===== src/rtl/status_cond_unit_pkg.sv =====
// Shared definitions for the status flags and condition codes.
// Used by the ALU (flag packing), the status/condition unit and the
// branch unit (condition evaluation through cond_check).
package status_cond_unit_pkg;

  // Flag bit positions inside the packed {Z,C,N,V} status word
  localparam int FLAG_Z = 3;
  localparam int FLAG_C = 2;
  localparam int FLAG_N = 1;
  localparam int FLAG_V = 0;

  // Instruction condition field encodings
  localparam logic [3:0] COND_EQ = 4'b0000;
  localparam logic [3:0] COND_NE = 4'b0001;
  localparam logic [3:0] COND_CS = 4'b0010;
  localparam logic [3:0] COND_CC = 4'b0011;
  localparam logic [3:0] COND_MI = 4'b0100;
  localparam logic [3:0] COND_PL = 4'b0101;
  localparam logic [3:0] COND_VS = 4'b0110;
  localparam logic [3:0] COND_VC = 4'b0111;
  localparam logic [3:0] COND_HI = 4'b1000;
  localparam logic [3:0] COND_LS = 4'b1001;
  localparam logic [3:0] COND_GE = 4'b1010;
  localparam logic [3:0] COND_LT = 4'b1011;
  localparam logic [3:0] COND_GT = 4'b1100;
  localparam logic [3:0] COND_LE = 4'b1101;
  localparam logic [3:0] COND_AL = 4'b1110;
  localparam logic [3:0] COND_NV = 4'b1111;

endpackage


===== src/rtl/status_cond_unit_cond_check.sv =====
// cond_check: purely combinational condition evaluator.
// Ports:
//   flags - packed status flags {Z,C,N,V}
//   cond  - instruction condition field
//   pass  - 1 when the instruction is to execute
module cond_check
  import status_cond_unit_pkg::*;
(
  input  logic [3:0] flags,
  input  logic [3:0] cond,
  output logic       pass
);

  logic z, c, n, v;

  assign z = flags[FLAG_Z];
  assign c = flags[FLAG_C];
  assign n = flags[FLAG_N];
  assign v = flags[FLAG_V];

  always_comb begin
    pass = 1'b0;
    case (cond)
      COND_EQ: pass = z;
      COND_NE: pass = ~z;
      COND_CS: pass = c;
      COND_CC: pass = ~c;
      COND_MI: pass = n;
      COND_PL: pass = ~n;
      COND_VS: pass = v;
      COND_VC: pass = ~v;
      COND_HI: pass = c & ~z;
      COND_LS: pass = ~c | z;
      COND_GE: pass = (n == v);
      COND_LT: pass = (n != v);
      COND_GT: pass = ~z & (n == v);
      COND_LE: pass = z | (n != v);
      COND_AL: pass = 1'b1;
      COND_NV: pass = 1'b0;
      default: pass = 1'b0;
    endcase
  end

endmodule


===== src/rtl/status_cond_unit.sv =====
// status_cond_unit: holds the architectural status flags and decides
// whether the ID-stage instruction executes.
// Parameters:
//   BYPASS_EN   - nonzero: flags produced in EXE this cycle feed condition
//                 evaluation directly (no stall needed for dependent ops)
//   RESET_FLAGS - status value loaded by reset
// Ports:
//   clk, rst    - clock and synchronous active-high reset
//   alu_status  - ALU flags {Z,C,N,V} of the EXE-stage instruction
//   exe_valid   - EXE-stage instruction is real (not a bubble)
//   exe_s       - EXE-stage instruction writes flags
//   freeze      - global pipeline hold
//   id_cond     - condition field of the ID-stage instruction
//   status      - registered status flags
//   cond_pass   - ID-stage instruction executes (combinational)
//   flag_wr     - one-cycle pulse after the status register was written
module status_cond_unit
  import status_cond_unit_pkg::*;
#(
  parameter int         BYPASS_EN   = 1,
  parameter logic [3:0] RESET_FLAGS = 4'b0000
) (
  input  logic       clk,
  input  logic       rst,
  input  logic [3:0] alu_status,
  input  logic       exe_valid,
  input  logic       exe_s,
  input  logic       freeze,
  input  logic [3:0] id_cond,
  output logic [3:0] status,
  output logic       cond_pass,
  output logic       flag_wr
);

  localparam bit BYPASS = (BYPASS_EN != 0);

  logic       flag_src;
  logic       wr_en;
  logic [3:0] eff_flags;

  // exe_s only counts for a real instruction
  assign flag_src = exe_valid & exe_s;
  assign wr_en    = flag_src & ~freeze;

  // Forwarding does not depend on freeze: a held instruction in EXE still
  // owns the newest flags, so ID must see them.
  assign eff_flags = (BYPASS && flag_src) ? alu_status : status;

  cond_check u_cond_check (
    .flags (eff_flags),
    .cond  (id_cond),
    .pass  (cond_pass)
  );

  // Status register stage; reset overrides any concurrent write
  always_ff @(posedge clk) begin
    if (rst) begin
      status  <= RESET_FLAGS;
      flag_wr <= 1'b0;
    end else begin
      if (wr_en) begin
        status <= alu_status;
      end
      flag_wr <= wr_en;
    end
  end

endmodule


===== config.mk =====
export PLATFORM = sky130hd
export DESIGN_NAME = status_cond_unit
export DESIGN_NICKNAME = d
export VERILOG_FILES = /design/src/rtl/status_cond_unit_pkg.sv /design/src/rtl/status_cond_unit_cond_check.sv /design/src/rtl/status_cond_unit.sv
export SDC_FILE = /design/constraint.sdc
export NUM_CORES = 1
export LEC_CHECK = 0
export ABC_AREA = 1
export CAP_MARGIN = 5
export CORE_AREA = 10 10 47 49
export DETAILED_ROUTE_END_ITERATION = 8
export DIE_AREA = 0 0 57 59
export PLACE_DENSITY_LB_ADDON = 0.15
export SETUP_SLACK_MARGIN = 0.3
export SYNTH_ARGS = -nofsm -noshare
export SYNTH_HDL_FRONTEND = slang
export SYNTH_SLANG_ARGS = --single-unit

===== constraint.sdc =====
create_clock -name clk -period 3 [get_ports clk]
set_input_delay 0.3 -clock clk [delete_from_list [all_inputs] [get_ports clk]]
set_output_delay 0.3 -clock clk [all_outputs]
set_load 0.02 [all_outputs]

==> results of run 1 <==
## sequential cells by signal (all words and copies together) (netlist names)
register,flops
flag_wr,1
status,4
## routing by layer
metal / vias to the layer above / routed length (um)
met4: 0 / 8
met3: 2 / 93
li1: 314 / -
met1: 254 / 523
met5: - / 0
met2: 12 / 601
## layout by cell type (no fill, tap or decap), types with 2 or more instances in the layout
master	netlist	final
nand4_1	2	2
clkdlybuf4s50_1	0	18
a21oi_1	4	4
nand2_1	24	24
dfxtp_1	5	5
nor2_1	6	6
nand3_1	13	13
clkbuf_4	0	3
inv_1	15	15
nand2_2	4	4
o21ai_0	4	4
## logic make-up (layout without fill, tap and decap cells)
kind of cell | Yosys count | in the layout
compound gates | 11 | 11
simple gates | 52 | 52
flops | 5 | 5
buf+inv | 15 | 37
## final cells by class
cell class / instances / area [um^2] / area share (%)
timing repair buffer: 18 / 180 / 26.0
tap: 16 / 20.0 / 2.89
multi-input combinational: 63 / 309 / 44.7
inverter: 15 / 56.3 / 8.14
sequential: 5 / 100 / 14.5
clock buffer: 4 / 26.3 / 3.80
## path summary, 6_finish.rpt
kind / end / start / depth (start not counted) / slack [ns]
max: cond_pass / exe_valid / 12 / 0.44
min: status[3] / status[3] / 2 / 0.47
min reg2reg: status[3] / status[3] / 2 / 0.47
max reg2reg: status[0] / status[0] / 2 / 2.35
## power by group through the flow
stage                     Sequential, W   Clock, W  Combinational (W)
after global placement        0.0000730          0          0.0000845
after floorplan               0.0000768          0          0.0000432
after global routing          0.0000724  0.0000840          0.0000936
after detailed placement      0.0000732          0          0.0000853
final                         0.0000720  0.0000739          0.0000847
after CTS                     0.0000721  0.0000776          0.0000857
## synth_stat cells, drive strengths merged
cell,number
a21oi,4
inv,15
nand2,29
o21ai,5
o22ai,1
nor3,1
nand3,14
nor2,6
o211ai,1
nand4,2
dfxtp,5
## worst max-delay path, stage by stage
cell and delay, ns:
clkdlybuf4s50_1 0.62, nand2_4 0.12, nand2_1 0.10, nand2_2 0.07
nand2_2 0.09, nand3_2 0.08, nand2_1 0.06, nand2_1 0.04
nand3_1 0.06, nand2_1 0.05, nand3_1 0.06, clkdlybuf4s50_1 0.60
## stage by stage
stage	setup WS (ns)	instance area, um^2	hold WS (ns)	std cells
6_report	0.439	692	0.467	121
3_3_place_gp	0.453	666	0.462	117
3_5_place_dp	0.437	666	0.468	117
5_1_grt	0.304	692	0.512	121
4_1_cts	0.437	692	0.475	121
2_1_floorplan	1.55	465	0.372	83
==> summary.txt, run 1 <==
Layout
  • Area grow syn2layout: 48.7%
  • Fin nets: 119
  • Fin util: 49.4%
  • Diodes inserted: 0
  • Share of post-route cells with drive strength above 1: 10.5%
  • Fill cells: 158

Yosys
  • Post-synthesis simple-gate area fraction: 53.0%
  • Largest family of logic cells by synthesized area: simple AND/OR/NAND/NOR gates
  • Flops & latches, synth: 5
  • Leading area contributor after synthesis: dfxtp_1
  • Adder-Cell Fraction of Synth Area: 0%
  • Cell variety after synth: 15
  • Post-synth top area share: 21.5%
  • Sequential area share after synthesis: 21.5%
  • Synth Instances: 83
  • Synthesized area: 465 um^2
  • Mux contribution to synthesized area: 0%
  • Xor/xnor share of the synthesized area: 0%
  • Net Count, Synth: 96
  • Yosys Warn Count: 0
  • Largest cells by area after synthesis: dfxtp_1 22%, nand2_1 19%, nand3_1 14%, inv_1 12%, nand2_2 5.4%
  • Mean Syn Cell Area: 5.61 um^2
  • Compound-Gate Fraction of Synth Area: 13.4%

Global routing
  • Largest net degree at the start of global routing: 9
  • Vias in the first global route: 491
  • Met3 Track Usage GR: 3.65%
  • First-pass GRT wire length: 2.06 mm
  • M1 GR Usage: 7.37%
  • Global routing usage on met2: 12.1%
  • Overflow left after global routing: 0
  • Antenna violations before repair: 0
  • GRT Total Usage: 7.31%
  • GR peak layer: met2

STA
  • Setup Total Neg Slack: 0 ns
  • Unrepaired setup endpoints after global routing: false
  • Final setup vio count: 0
  • Final Max Tran Viols: 0
  • Clk_skew: 0 ns
  • Post-route minimum period: 2.56 ns
  • Worst slew pin tran: 0.298 ns
  • Part of the cycle the worst path needs: 85.4%
  • Final Hold Fails: 0
  • Relative slew slack: 80.0%
  • Max Fclk: 390 MHz

Power
  • Sequential group share of total power: 31.2%
  • Design Power: 0.000231 W
  • P per Cell Area: 333 nW/um^2
  • Sw Ratio: 30.8%
  • P_sw: 0.0000710 W
  • Combinational power share: 36.7%
  • Clock power frac: 32.1%
  • Peak supply drop: 0.000228 V
  • Pint: 0.000160 W
  • Leak pwr: 0.350 nW

Placement
  • Detailed Place HPWL: 1.08 mm
  • GP Congestion: 0.861
  • IO buf count: 18

Route
  • Via count: 582
  • Initial DRC Count: 9
  • Wire per inst: 10.1 um
  • WL final: 1.23 mm
  • Antenna-violating nets left: 0
  • Number of remaining DRC errors: 0
  • 1st-pass router iterations: 4
  • Vias/cell: 4.81

Floorplanning
  • Core Footprint: 1400 um^2
  • IO Pins: 19
  • Effective utilization at floorplan: 33.2%
  • Row Count: 14
  • Die area: 3360 um^2
  • Die Y: 59 um
  • Die width: 57 um

CTS
  • CTS buffer count: 3
  • Num Clock Sinks: 5
  • CTS tree: yes
  • H-tree depth: 1
  • # hold bufs at CTS: 0
  • Postcts setup bufs: 0
  • Clock slew at reported path FFs: 0.04 ns
  • Root buffer cell: clkbuf_4
  • Max Root-Sink Buffers: 2
  • Worst skew pair latency: 0.23 ns
  • Post-CTS sizing: 0

Setup path
  • Startpoint types: primary input
  • Critical path arrival: 2.26 ns
  • WS Path Type: in2out
  • WP data required: 2.70 ns
  • Crit end category: output pin
  • Crit path max fanout: 8

Hold path
  • Worst hold path type: reg2reg

Run
  • Max Cap Viol: 0

Status
  • Outcome: finished, final reports clean
(Power assumes the default switching activity.)
==> run 2, diff against run 1 <==
--- a/config.mk
+++ b/config.mk
@@ -12,6 +12,7 @@
 export DIE_AREA = 0 0 57 59
 export PLACE_DENSITY_LB_ADDON = 0.15
 export SETUP_SLACK_MARGIN = 0.3
+export SKIP_CTS_REPAIR_TIMING = 1
 export SYNTH_ARGS = -nofsm -noshare
 export SYNTH_HDL_FRONTEND = slang
 export SYNTH_SLANG_ARGS = --single-unit
==> results of run 2 <==
Same layout as run 1: the final DEF is identical, and so are final timing and power.
==> run 3, diff against run 2 <==
--- a/config.mk
+++ b/config.mk
@@ -8,8 +8,10 @@
 export ABC_AREA = 1
 export CAP_MARGIN = 5
 export CORE_AREA = 10 10 47 49
+export CTS_BUF_LIST = sky130_fd_sc_hd__clkbuf_8
 export DETAILED_ROUTE_END_ITERATION = 8
 export DIE_AREA = 0 0 57 59
+export DONT_BUFFER_PORTS = 1
 export PLACE_DENSITY_LB_ADDON = 0.15
 export SETUP_SLACK_MARGIN = 0.3
 export SKIP_CTS_REPAIR_TIMING = 1
==> run 3 against run 2 <==
Compared with the run above:
- count of clock-buffer cells in the layout down 1
- die area unchanged
- sequential share of layout area increased by 4.4 points
- routed wire length rose by 1.1%
- worst setup slack better by 0.78 ns
- first-iteration DRC count increased by 11%
- non-clock buffer count decreased by 18
==> summary.txt, run 3 (synthesis results as in run 1) <==
Floorplanning
  • IO Pins: 19 (unchanged)
  • Core Footprint: 1400 um^2 (unchanged)
  • Die area: 3360 um^2 (unchanged)
  • Die Y: 59 um (unchanged)
  • Die width: 57 um (unchanged)
  • Effective utilization at floorplan: 33.2% (unchanged)
  • Row Count: 14 (unchanged)

STA
  • Final Hold Slack: 0.148 ns (-0.320 ns)
  • Part of the cycle the worst path needs: 59.3% (-26 points)
  • Final Hold Fails: 0 (unchanged)
  • Final worst slack: 1.22 ns (+0.782 ns)
  • Max Fclk: 562 MHz (+44%)
  • Relative slew slack: 78.6% (-1.4 points)
  • Setup Total Neg Slack: 0 ns (unchanged)
  • Final setup vio count: 0 (unchanged)
  • Final Max Tran Viols: 0 (unchanged)
  • Worst slew pin tran: 0.319 ns (+0.0209 ns)
  • Post-route minimum period: 1.78 ns (-0.782 ns)
  • Clk_skew: 0 ns (unchanged)
  • Unrepaired setup endpoints after global routing: false

Route
  • WL final: 1.24 mm (+1.1%)
  • Initial DRC Count: 10 (+1)
  • Number of remaining DRC errors: 0 (unchanged)
  • Antenna-violating nets left: 0 (unchanged)
  • Wire per inst: 12.0 um (+19%)
  • 1st-pass router iterations: 4 (unchanged)
  • Via count: 502 (-14%)
  • Vias/cell: 4.87 (+1.3%)

Layout
  • Area grow syn2layout: 14.0%
  • Max FFs per register: 4 (unchanged)
  • Diodes inserted: 0 (unchanged)
  • Share of post-route cells with drive strength above 1: 12.6% (+2.2 points)
  • Most common cell after layout, fill and taps aside: nand2_1
  • Top flop regs: status (4), flag_wr (1)
  • Largest reg by FF count: status
  • Most frequent cells in the layout: 24 x nand2_1, 16 x inv_1, 13 x nand3_1
  • Fin nets: 101 (-15%)
  • Finished Layout Cells: 103 (-15%)

CTS
  • H-tree depth: 1 (unchanged)
  • Max Root-Sink Buffers: 2 (unchanged)
  • CTS buffer count: 3 (unchanged)
  • Root buffer cell: clkbuf_8
  • Clock slew at reported path FFs: 0.04 ns (about the same)
  • CTS tree: yes
  • Num Clock Sinks: 5 (unchanged)
  • Worst skew pair latency: 0.22 ns (about the same)

Run
  • Max Cap Viol: 0 (unchanged)

Setup path
  • Crit end category: output pin
  • WP data required: 2.70 ns (about the same)
  • Critical path arrival: 1.48 ns (-0.78 ns)
  • Crit path max fanout: 4 (-4)
  • Startpoint types: flop
  • WS Path Type: reg2out

Power
  • Peak supply drop: 0.000254 V (+11%)
  • P per Cell Area: 466 nW/um^2 (+40%)
  • Leak pwr: 0.294 nW (-16%)

Status
  • Outcome: finished, final reports clean

Placement
  • Detailed Place HPWL: 1.05 mm (-2.8%)
  • IO buf count: 0 (-18)
  • Placed Instances: 99 (-15%)
  • GP Congestion: 0.737 (-14%)
  • Pre-CTS setup slack: 1.44 ns (+1.00 ns)

Hold path
  • Worst hold path type: in2reg

Global routing
  • Global routing usage on met2: 12.9% (+0.78 points)
  • Overflow left after global routing: 0 (unchanged)
  • GRT Total Usage: 7.40% (+0.090 points)
  • Antenna violations before repair: 0 (unchanged)
  • Vias in the first global route: 507 (+3.3%)
  • First-pass GRT wire length: 2.06 mm (+0.34%)
  • Met3 Track Usage GR: 2.79% (-0.86 points)
  • M1 GR Usage: 7.14% (-0.23 points)
  • Largest net degree at the start of global routing: 9 (unchanged)
  • GR peak layer: met2
==> run 3: cell types whose count changed in the layout (fill, tap and decap cells not counted), sizes merged <==
cell	before	now
inv	15	16
clkdlybuf4s50	18	0
clkbuf	4	3
==> run 3: cell type report <==
class                           count  area [um^2]
Clock buffer                        3         41.3
Clock inverter                      1         3.75
Multi-Input combinational cell     63          309
Inverter                           15         56.3
Tap cell                           16         20.0
Sequential cell                     5          100
Fill cell                         171          871
==> run 3: per-stage QoR <==
step	util, %	power (W)	cell area, um^2
after floorplan	-	0.000120	465
after global placement	34.6	0.000128	485
after detailed placement	34.6	0.000128	485
after CTS	37.9	0.000254	531
after global routing	37.9	0.000264	531
final	37.9	0.000247	531
==> run 3: path summary, 6_finish.rpt <==
check                                from  slack [ns]  cells past startpoint   endpoint
worst max-delay path            status[0]        1.22                     10  cond_pass
worst min-delay path                  rst        0.15                      1    flag_wr
worst max register to register  status[1]        2.21                      2  status[1]
worst min register to register  status[3]        0.57                      2  status[3]
==> run 3: critical path: stages (launching register included) <==
cell	delay (ns)
dfxtp_1	0.48
inv_1	0.07
nand2_1	0.07
nand2_1	0.07
nand2_2	0.10
nand2_1	0.05
nand2_1	0.05
nand3_1	0.06
nand3_1	0.08
nand2_1	0.05
nand3_1	0.18
==> run 3: per-layer routing <==
layer | wire [um] | vias up
met5 | 0 | -
met4 | 5 | 0
met3 | 128 | 2
met2 | 620 | 15
met1 | 484 | 212
li1 | - | 273
==> run 3: power breakdown <==
part / leakage, nW / switching (W) / total [W] / internal (W)
Combinational: 0.226 / 0.0000327 / 0.0000502 / 0.0000175
Sequential: 0.0409 / 0.00000645 / 0.0000765 / 0.0000701
Clock: 0.0269 / 0.0000330 / 0.000121 / 0.0000877
